[src/rtl/cpu_step_ctrl_if.sv]
// Signal bundle between the front-panel step controller and its environment.
// The burst_len field exists only when CPU_STEP_BURST_EN is defined.
interface cpu_step_ctrl_if #(
    parameter int CNT_W = 16
);
    logic             run_en;
    logic             step_btn;
    logic [1:0]       rate_sel;
    logic             halt_req;
`ifdef CPU_STEP_BURST_EN
    logic [7:0]       burst_len;
`endif
    logic             cpu_ce;
    logic [1:0]       state;
    logic [CNT_W-1:0] step_cnt;
    logic             tick_led;

    // Board/bench side: drives switches, button and halt; observes the strobe.
    modport master (
        output run_en, step_btn, rate_sel, halt_req,
`ifdef CPU_STEP_BURST_EN
        output burst_len,
`endif
        input  cpu_ce, state, step_cnt, tick_led
    );

    // Controller side.
    modport slave (
        input  run_en, step_btn, rate_sel, halt_req,
`ifdef CPU_STEP_BURST_EN
        input  burst_len,
`endif
        output cpu_ce, state, step_cnt, tick_led
    );
endinterface

[src/rtl/cpu_step_ctrl.sv]
// Clock-enable scheduler for the multi-cycle core: free-run, single-step, halt.
// Define CPU_STEP_BURST_EN to let one button press issue a burst of burst_len strobes.
module cpu_step_ctrl #(
    parameter int DEBOUNCE_CYCLES = 500000,
    parameter int RATE_BASE       = 50000000,
    parameter int CNT_W           = 16
) (
    input  logic           clk,
    input  logic           reset,
    cpu_step_ctrl_if.slave bus
);
    localparam int DB_W  = $clog2(DEBOUNCE_CYCLES + 1);
    localparam int PRE_W = $clog2(RATE_BASE + 1);

    typedef enum logic [1:0] {
        IDLE = 2'b00,
        RUN  = 2'b01,
        STEP = 2'b10,
        HALT = 2'b11
    } state_t;

    logic [1:0]       run_sync;
    logic [1:0]       btn_sync;
    logic             run_en_s;
    logic             btn_s;
    logic             btn_db;
    logic [DB_W-1:0]  db_cnt;
    logic             press;

    state_t           state_q;
    state_t           state_d;
    logic [PRE_W-1:0] pre_q;
    logic [PRE_W-1:0] pre_d;
    logic [31:0]      divisor;
    logic             at_term;
    logic             go_run;
    logic             start_step;
    logic             ce_d;
    logic             cpu_ce_q;
    logic [CNT_W-1:0] step_cnt_q;
    logic             tick_q;
`ifdef CPU_STEP_BURST_EN
    logic [7:0]       burst_rem_q;
    logic [7:0]       burst_rem_d;
`endif

    assign run_en_s = run_sync[1];
    assign btn_s    = btn_sync[1];

    // Debounced level only follows the button after it has stayed different for
    // DEBOUNCE_CYCLES; any return to the old level restarts the count.
    always_ff @(posedge clk) begin
        if (!reset) begin
            run_sync <= 2'b00;
            btn_sync <= 2'b11;
            btn_db   <= 1'b1;
            db_cnt   <= '0;
            press    <= 1'b0;
        end else begin
            run_sync <= {run_sync[0], bus.run_en};
            btn_sync <= {btn_sync[0], bus.step_btn};
            press    <= 1'b0;
            if (btn_s == btn_db) begin
                db_cnt <= '0;
            end else if (db_cnt == DB_W'(DEBOUNCE_CYCLES)) begin
                db_cnt <= '0;
                btn_db <= btn_s;
                press  <= ~btn_s;
            end else begin
                db_cnt <= db_cnt + DB_W'(1);
            end
        end
    end

    // Divisor is RATE_BASE / 4^rate_sel, never below 1. A >= compare lets a
    // mid-run rate change fire immediately when the prescaler is already past it.
    always_comb begin
        divisor = 32'(RATE_BASE) >> {bus.rate_sel, 1'b0};
        if (divisor == 32'd0) begin
            divisor = 32'd1;
        end
        at_term = (32'(pre_q) >= (divisor - 32'd1));
    end

    assign go_run     = run_en_s & ~bus.halt_req;
    assign start_step = press & ~run_en_s;

    always_ff @(posedge clk) begin
        if (!reset) begin
            state_q <= IDLE;
        end else begin
            state_q <= state_d;
        end
    end

    always_comb begin
        state_d = state_q;
        case (state_q)
            IDLE: begin
                if (go_run) begin
                    state_d = RUN;
                end else if (start_step) begin
                    state_d = STEP;
                end
            end
            RUN: begin
                if (bus.halt_req) begin
                    state_d = HALT;
                end else if (!run_en_s) begin
                    state_d = IDLE;
                end
            end
            STEP: begin
`ifdef CPU_STEP_BURST_EN
                if (bus.halt_req || (burst_rem_q == 8'd0)) begin
                    state_d = IDLE;
                end
`else
                state_d = IDLE;
`endif
            end
            HALT: begin
                if (!run_en_s) begin
                    state_d = IDLE;
                end
            end
        endcase
    end

    // cpu_ce is a fire-and-forget strobe: no ready/acknowledge comes back from
    // the core, so ce_d is registered and shown exactly in the cycle it applies.
    always_comb begin
        ce_d  = 1'b0;
        pre_d = pre_q;
`ifdef CPU_STEP_BURST_EN
        burst_rem_d = burst_rem_q;
`endif
        case (state_q)
            IDLE: begin
                pre_d = '0;
                if (!go_run && start_step) begin
                    ce_d = 1'b1;
`ifdef CPU_STEP_BURST_EN
                    burst_rem_d = (bus.burst_len == 8'd0) ? 8'd0 : (bus.burst_len - 8'd1);
`endif
                end
            end
            RUN: begin
                if (bus.halt_req || !run_en_s) begin
                    pre_d = '0;
                end else if (at_term) begin
                    ce_d  = 1'b1;
                    pre_d = '0;
                end else begin
                    pre_d = pre_q + PRE_W'(1);
                end
            end
            STEP: begin
`ifdef CPU_STEP_BURST_EN
                if (!bus.halt_req && (burst_rem_q != 8'd0)) begin
                    ce_d        = 1'b1;
                    burst_rem_d = burst_rem_q - 8'd1;
                end
`endif
            end
            HALT: begin
                pre_d = '0;
            end
        endcase
    end

    always_ff @(posedge clk) begin
        if (!reset) begin
            pre_q      <= '0;
            cpu_ce_q   <= 1'b0;
            step_cnt_q <= '0;
            tick_q     <= 1'b0;
`ifdef CPU_STEP_BURST_EN
            burst_rem_q <= 8'd0;
`endif
        end else begin
            pre_q    <= pre_d;
            cpu_ce_q <= ce_d;
            if (ce_d) begin
                step_cnt_q <= step_cnt_q + CNT_W'(1);
                tick_q     <= ~tick_q;
            end
`ifdef CPU_STEP_BURST_EN
            burst_rem_q <= burst_rem_d;
`endif
        end
    end

    assign bus.cpu_ce   = cpu_ce_q;
    assign bus.state    = state_q;
    assign bus.step_cnt = step_cnt_q;
    assign bus.tick_led = tick_q;
endmodule

[src/flat_wrapper.sv]
// flat-port wrapper written by rule: the top's interface ports become plain ports
module cpu_step_ctrl_flat 
#(
    parameter int DEBOUNCE_CYCLES = 500000,
    parameter int RATE_BASE       = 50000000,
    parameter int CNT_W           = 16
)
  (clk, reset, bus_run_en, bus_step_btn, bus_rate_sel, bus_halt_req, bus_cpu_ce, bus_state, bus_step_cnt, bus_tick_led);
  cpu_step_ctrl_if #(.CNT_W(CNT_W)) bus_i ();
  input  logic clk;
  input  logic reset;
  input wire logic [$bits(bus_i.run_en)-1:0] bus_run_en;
  input wire logic [$bits(bus_i.step_btn)-1:0] bus_step_btn;
  input wire logic [$bits(bus_i.rate_sel)-1:0] bus_rate_sel;
  input wire logic [$bits(bus_i.halt_req)-1:0] bus_halt_req;
  output wire logic [$bits(bus_i.cpu_ce)-1:0] bus_cpu_ce;
  output wire logic [$bits(bus_i.state)-1:0] bus_state;
  output wire logic [$bits(bus_i.step_cnt)-1:0] bus_step_cnt;
  output wire logic [$bits(bus_i.tick_led)-1:0] bus_tick_led;
  assign bus_i.run_en = bus_run_en;
  assign bus_i.step_btn = bus_step_btn;
  assign bus_i.rate_sel = bus_rate_sel;
  assign bus_i.halt_req = bus_halt_req;
  assign bus_cpu_ce = bus_i.cpu_ce;
  assign bus_state = bus_i.state;
  assign bus_step_cnt = bus_i.step_cnt;
  assign bus_tick_led = bus_i.tick_led;
  cpu_step_ctrl #(.DEBOUNCE_CYCLES(DEBOUNCE_CYCLES), .RATE_BASE(RATE_BASE), .CNT_W(CNT_W)) u_core (.clk(clk), .reset(reset), .bus(bus_i));
endmodule
[config.mk]
export PLATFORM = sky130hd
export DESIGN_NAME = cpu_step_ctrl_flat
export DESIGN_NICKNAME = d
export VERILOG_FILES = /design/src/rtl/cpu_step_ctrl_if.sv /design/src/rtl/cpu_step_ctrl.sv /design/src/flat_wrapper.sv
export SDC_FILE = /design/constraint.sdc
export NUM_CORES = 1
export LEC_CHECK = 0
export CAP_MARGIN = 20
export CORE_ASPECT_RATIO = 2
export CORE_MARGIN = 4
export CORE_UTILIZATION = 53
export CTS_CLUSTER_DIAMETER = 150
export DETAILED_ROUTE_END_ITERATION = 16
export GPL_TIMING_DRIVEN = 0
export PLACE_DENSITY = 0.83
export SLEW_MARGIN = 20
export SYNTH_ARGS = -nofsm -noshare
export SYNTH_HDL_FRONTEND = slang
export SYNTH_SLANG_ARGS = --single-unit
[constraint.sdc]
create_clock -name clk -period 3.65 [get_ports clk]
set_clock_uncertainty 0.2 [all_clocks]
set_input_delay 1.095 -clock clk [delete_from_list [all_inputs] [get_ports clk]]
set_output_delay 1.095 -clock clk [all_outputs]
set_load 0.005 [all_outputs]
==> results.sh <==
export IMPL_path_max_fanout=5
export IMPL_top_layer="met4"
export IMPL_synth_top_area_share_pct=36.42
export IMPL_io_buffers=26
export IMPL_pin_count=27
export IMPL_max_vdd_ir_drop_mv=0.4228
export IMPL_final_cell_mix="dfxtp_1 (71), nand2_1 (52), nor2_1 (43)"
export IMPL_cts_buffers_inserted=9
export IMPL_yosys_warnings=0
export IMPL_slew_headroom_pct=62.14
export IMPL_finalSetupTns_ps=0
export IMPL_wl_per_cell_um=16.08
export IMPL_cts_tree="done"
export IMPL_root_buffer="clkbuf_16"
export IMPL_yosys_most_used_dff="dfxtp_1"
export IMPL_grt_max_degree=13
export IMPL_viasPerCell=6.023
export IMPL_cap_violations=0
export IMPL_async_flop_share_pct=0
export IMPL_hold_class="reg -> reg"
export IMPL_grt_first_pass_wirelength_mm=16.27
export IMPL_vias=3638
export IMPL_synth_edff_count=0
export IMPL_setup_ws_ps=95.27
export IMPL_critPathKind="in -> reg"
export IMPL_final_common_cell="dfxtp_1"
export IMPL_syn_area_per_cell_um2=8.357
export IMPL_gr_total_overflow=0
export IMPL_r2r_cells=11
export IMPL_min_period_ps=3555
export IMPL_yosysTopAreaCell="dfxtp_1"
export IMPL_worstHoldPathCells=1
export IMPL_dieArea_um2=8883
export IMPL_rows=44
export IMPL_regArea_um2=1421
export IMPL_seq_area_frac_synth_pct=36.42
export IMPL_startpoint_type="input port"
export IMPL_p_leak_nw=1.742
export IMPL_power_density_nw_per_um2=380.7
export IMPL_fp_dieH_um=129.4
export IMPL_drc_errors=0
export IMPL_outcome="complete, no violations"
export IMPL_pre_cts_slack_ps=-1316
export IMPL_clk_path_buf_depth=2
export IMPL_route_met2_wl_mm=5.436
export IMPL_drv_slew=0
export IMPL_areaGrowthSynthToFinish_pct=20.10
export IMPL_die_w_um=68.68
export IMPL_endpoint_kind="flip-flop"
export IMPL_grt_pass1_vias=3767
export IMPL_ys_top_cells_by_area="dfxtp_1 (36%), ha_1 (11%), nand2_1 (5.0%)"
export IMPL_syn_nets=508
export IMPL_num_fill_cells=586
export IMPL_crit_required_ps=3720
export IMPL_yosys_register_bits=71
export IMPL_antenna_found_initial=0
export IMPL_routed_wl_mm=9.715
export IMPL_initial_utilization_pct=54.11
export IMPL_grtUsageTotal_pct=24.01
export IMPL_clock_fmax_mhz=281.3
export IMPL_p_total_mw=1.784
export IMPL_wl_met1_mm=3.427
export IMPL_drive_above_1_share_pct=9.570
export IMPL_nets=548
export IMPL_dr_pass1_iters=5
export IMPL_ant_nets=0
export IMPL_h_tree_depth=3
export IMPL_setup_viol=0
export IMPL_tightest_slew_ps=567.9
export IMPL_final_hold_violation_count=0
export IMPL_dpl_hpwl_mm=7.052
export IMPL_syn_inst=467
export IMPL_arrival_ps=3620
export IMPL_period_share_pct=97.39
export IMPL_dr_wl_met3_um=343
export IMPL_drtIter0Drc=175
export IMPL_multi_input_area_um2=2400
export IMPL_insertion_delay_ps=340
export IMPL_syn_cell_area_um2=3902
export IMPL_cts_sinks=71
export IMPL_antenna_cells=0
export IMPL_core_area_um2=7212
export IMPL_synth_distinct_cells=55
export IMPL_cts_clk_slew_worst_paths_ps=60
export IMPL_routabilityCongestion=0.9448
layer usage:
| metal | track usage [%] | vias up |
|---|---|---|
| met4 | 17.00 | 0 |
| met3 | 5.204 | 49 |
| met5 | 0 | - |
| met2 | 43.21 | 108 |
| met1 | 22.59 | 1721 |
| li1 | - | 1760 |
worst max-delay path, cell delays in order:
cell and delay, ps:
buf_2 110, inv_2 60, ha_4 280, inv_2 60
ha_4 270, nand4_1 130, nor4_2 290, a222oi_1 130
a211oi_2 200, buf_4 160, nor2_4 50, buf_4 150
or4_1 500, a21oi_1 140
cells in the mapped netlist, types with 2 or more instances:
cell      count
o21a_1        2
xor2_1       18
or4_1         9
buf_2         3
conb_1        2
and2_1        6
nand3_1      37
a22o_1        2
nor2b_1       4
o211ai_1      2
nand2_1      52
clkbuf_1      7
mux2i_1       4
nor3_1        8
ha_1         34
a21o_1        6
a21oi_1      26
o311ai_1      5
nand4_1      11
nand2b_1      4
o31ai_1       8
nor2_1       43
a31oi_1       2
nor4_1        2
o21ai_0      14
dfxtp_1      71
inv_1        17
a22oi_1       2
and3_1        8
or3_1        14
and4_1        3
xnor2_1       7
o21ai_1      10
nor3b_1       3
cell type report:
cell class,count,area share (%)
multi-input combinational,366,51.20
sequential,71,30.33
timing repair buffer,30,6.300
clock buffer,11,5.392
tap,92,2.456
buffer,12,1.708
inverter,17,1.415
clock inverter,5,1.201
flip-flops by register name (all words and copies together), names as in the netlist:
register             cells
u_core.press             1
u_core.bus.step_cnt     16
u_core.btn_db            1
u_core.btn_sync          2
u_core.run_sync          2
u_core.bus.state         2
u_core.bus.tick_led      1
u_core.db_cnt           19
u_core.bus.cpu_ce        1
u_core.pre_q            26
through the flow:
stage / area, um^2 / util, % / hold slack, ps / instances
2_1_floorplan: 3908 / - / 186.3 / 467
3_3_place_gp: 4283 / 59.39 / 190.2 / 585
3_5_place_dp: 4283 / 59.39 / 196.8 / 585
4_1_cts: 4638 / 64.31 / 237.2 / 605
5_1_grt: 4687 / 64.99 / 256.8 / 604
6_report: 4687 / 64.99 / 236.0 / 604
report_power, final:
part           internal [mW]  switching [mW]  total (mW)
Clock                  0.564           0.328       0.893
Combinational         0.0425          0.0631       0.106
Sequential             0.780         0.00605       0.786
Total                   1.39           0.397        1.78
what timing repair did:
item	4_1_cts	5_1_grt
hold endpoints to repair	0	0
hold buffers	0	0
pin swaps	4	13
setup endpoints to repair	44	36
gates resized for setup	14	18
setup buffers	4	0
cell families after synthesis:
kind of cell             after synthesis  synth area share (%)
AND/OR/NAND/NOR                      213                 27.89
AO/OA/AOI/OAI                         88                 14.43
flip-flops                            71                 36.42
adder cells (fa/ha/maj)               34                 10.90
buffers and inverters                 30                 3.527
XOR/XNOR                              25                 5.611
multiplexers                           4                 1.026
other                                  2                0.1924
final timing paths:
path	from	end	slack [ps]
max reg2reg	u_core.pre_q[13]$_SDFFE_PN0P_	u_core.bus.step_cnt[1]$_SDFFE_PN0P_	830
min	u_core.btn_sync[0]$_SDFF_PN1_	u_core.btn_sync[1]$_SDFF_PN1_	240
max	bus_rate_sel[0]	u_core.bus.step_cnt[14]$_SDFFE_PN0P_	100
min reg2reg	u_core.btn_sync[0]$_SDFF_PN1_	u_core.btn_sync[1]$_SDFF_PN1_	240
(Power assumes the default switching activity.)
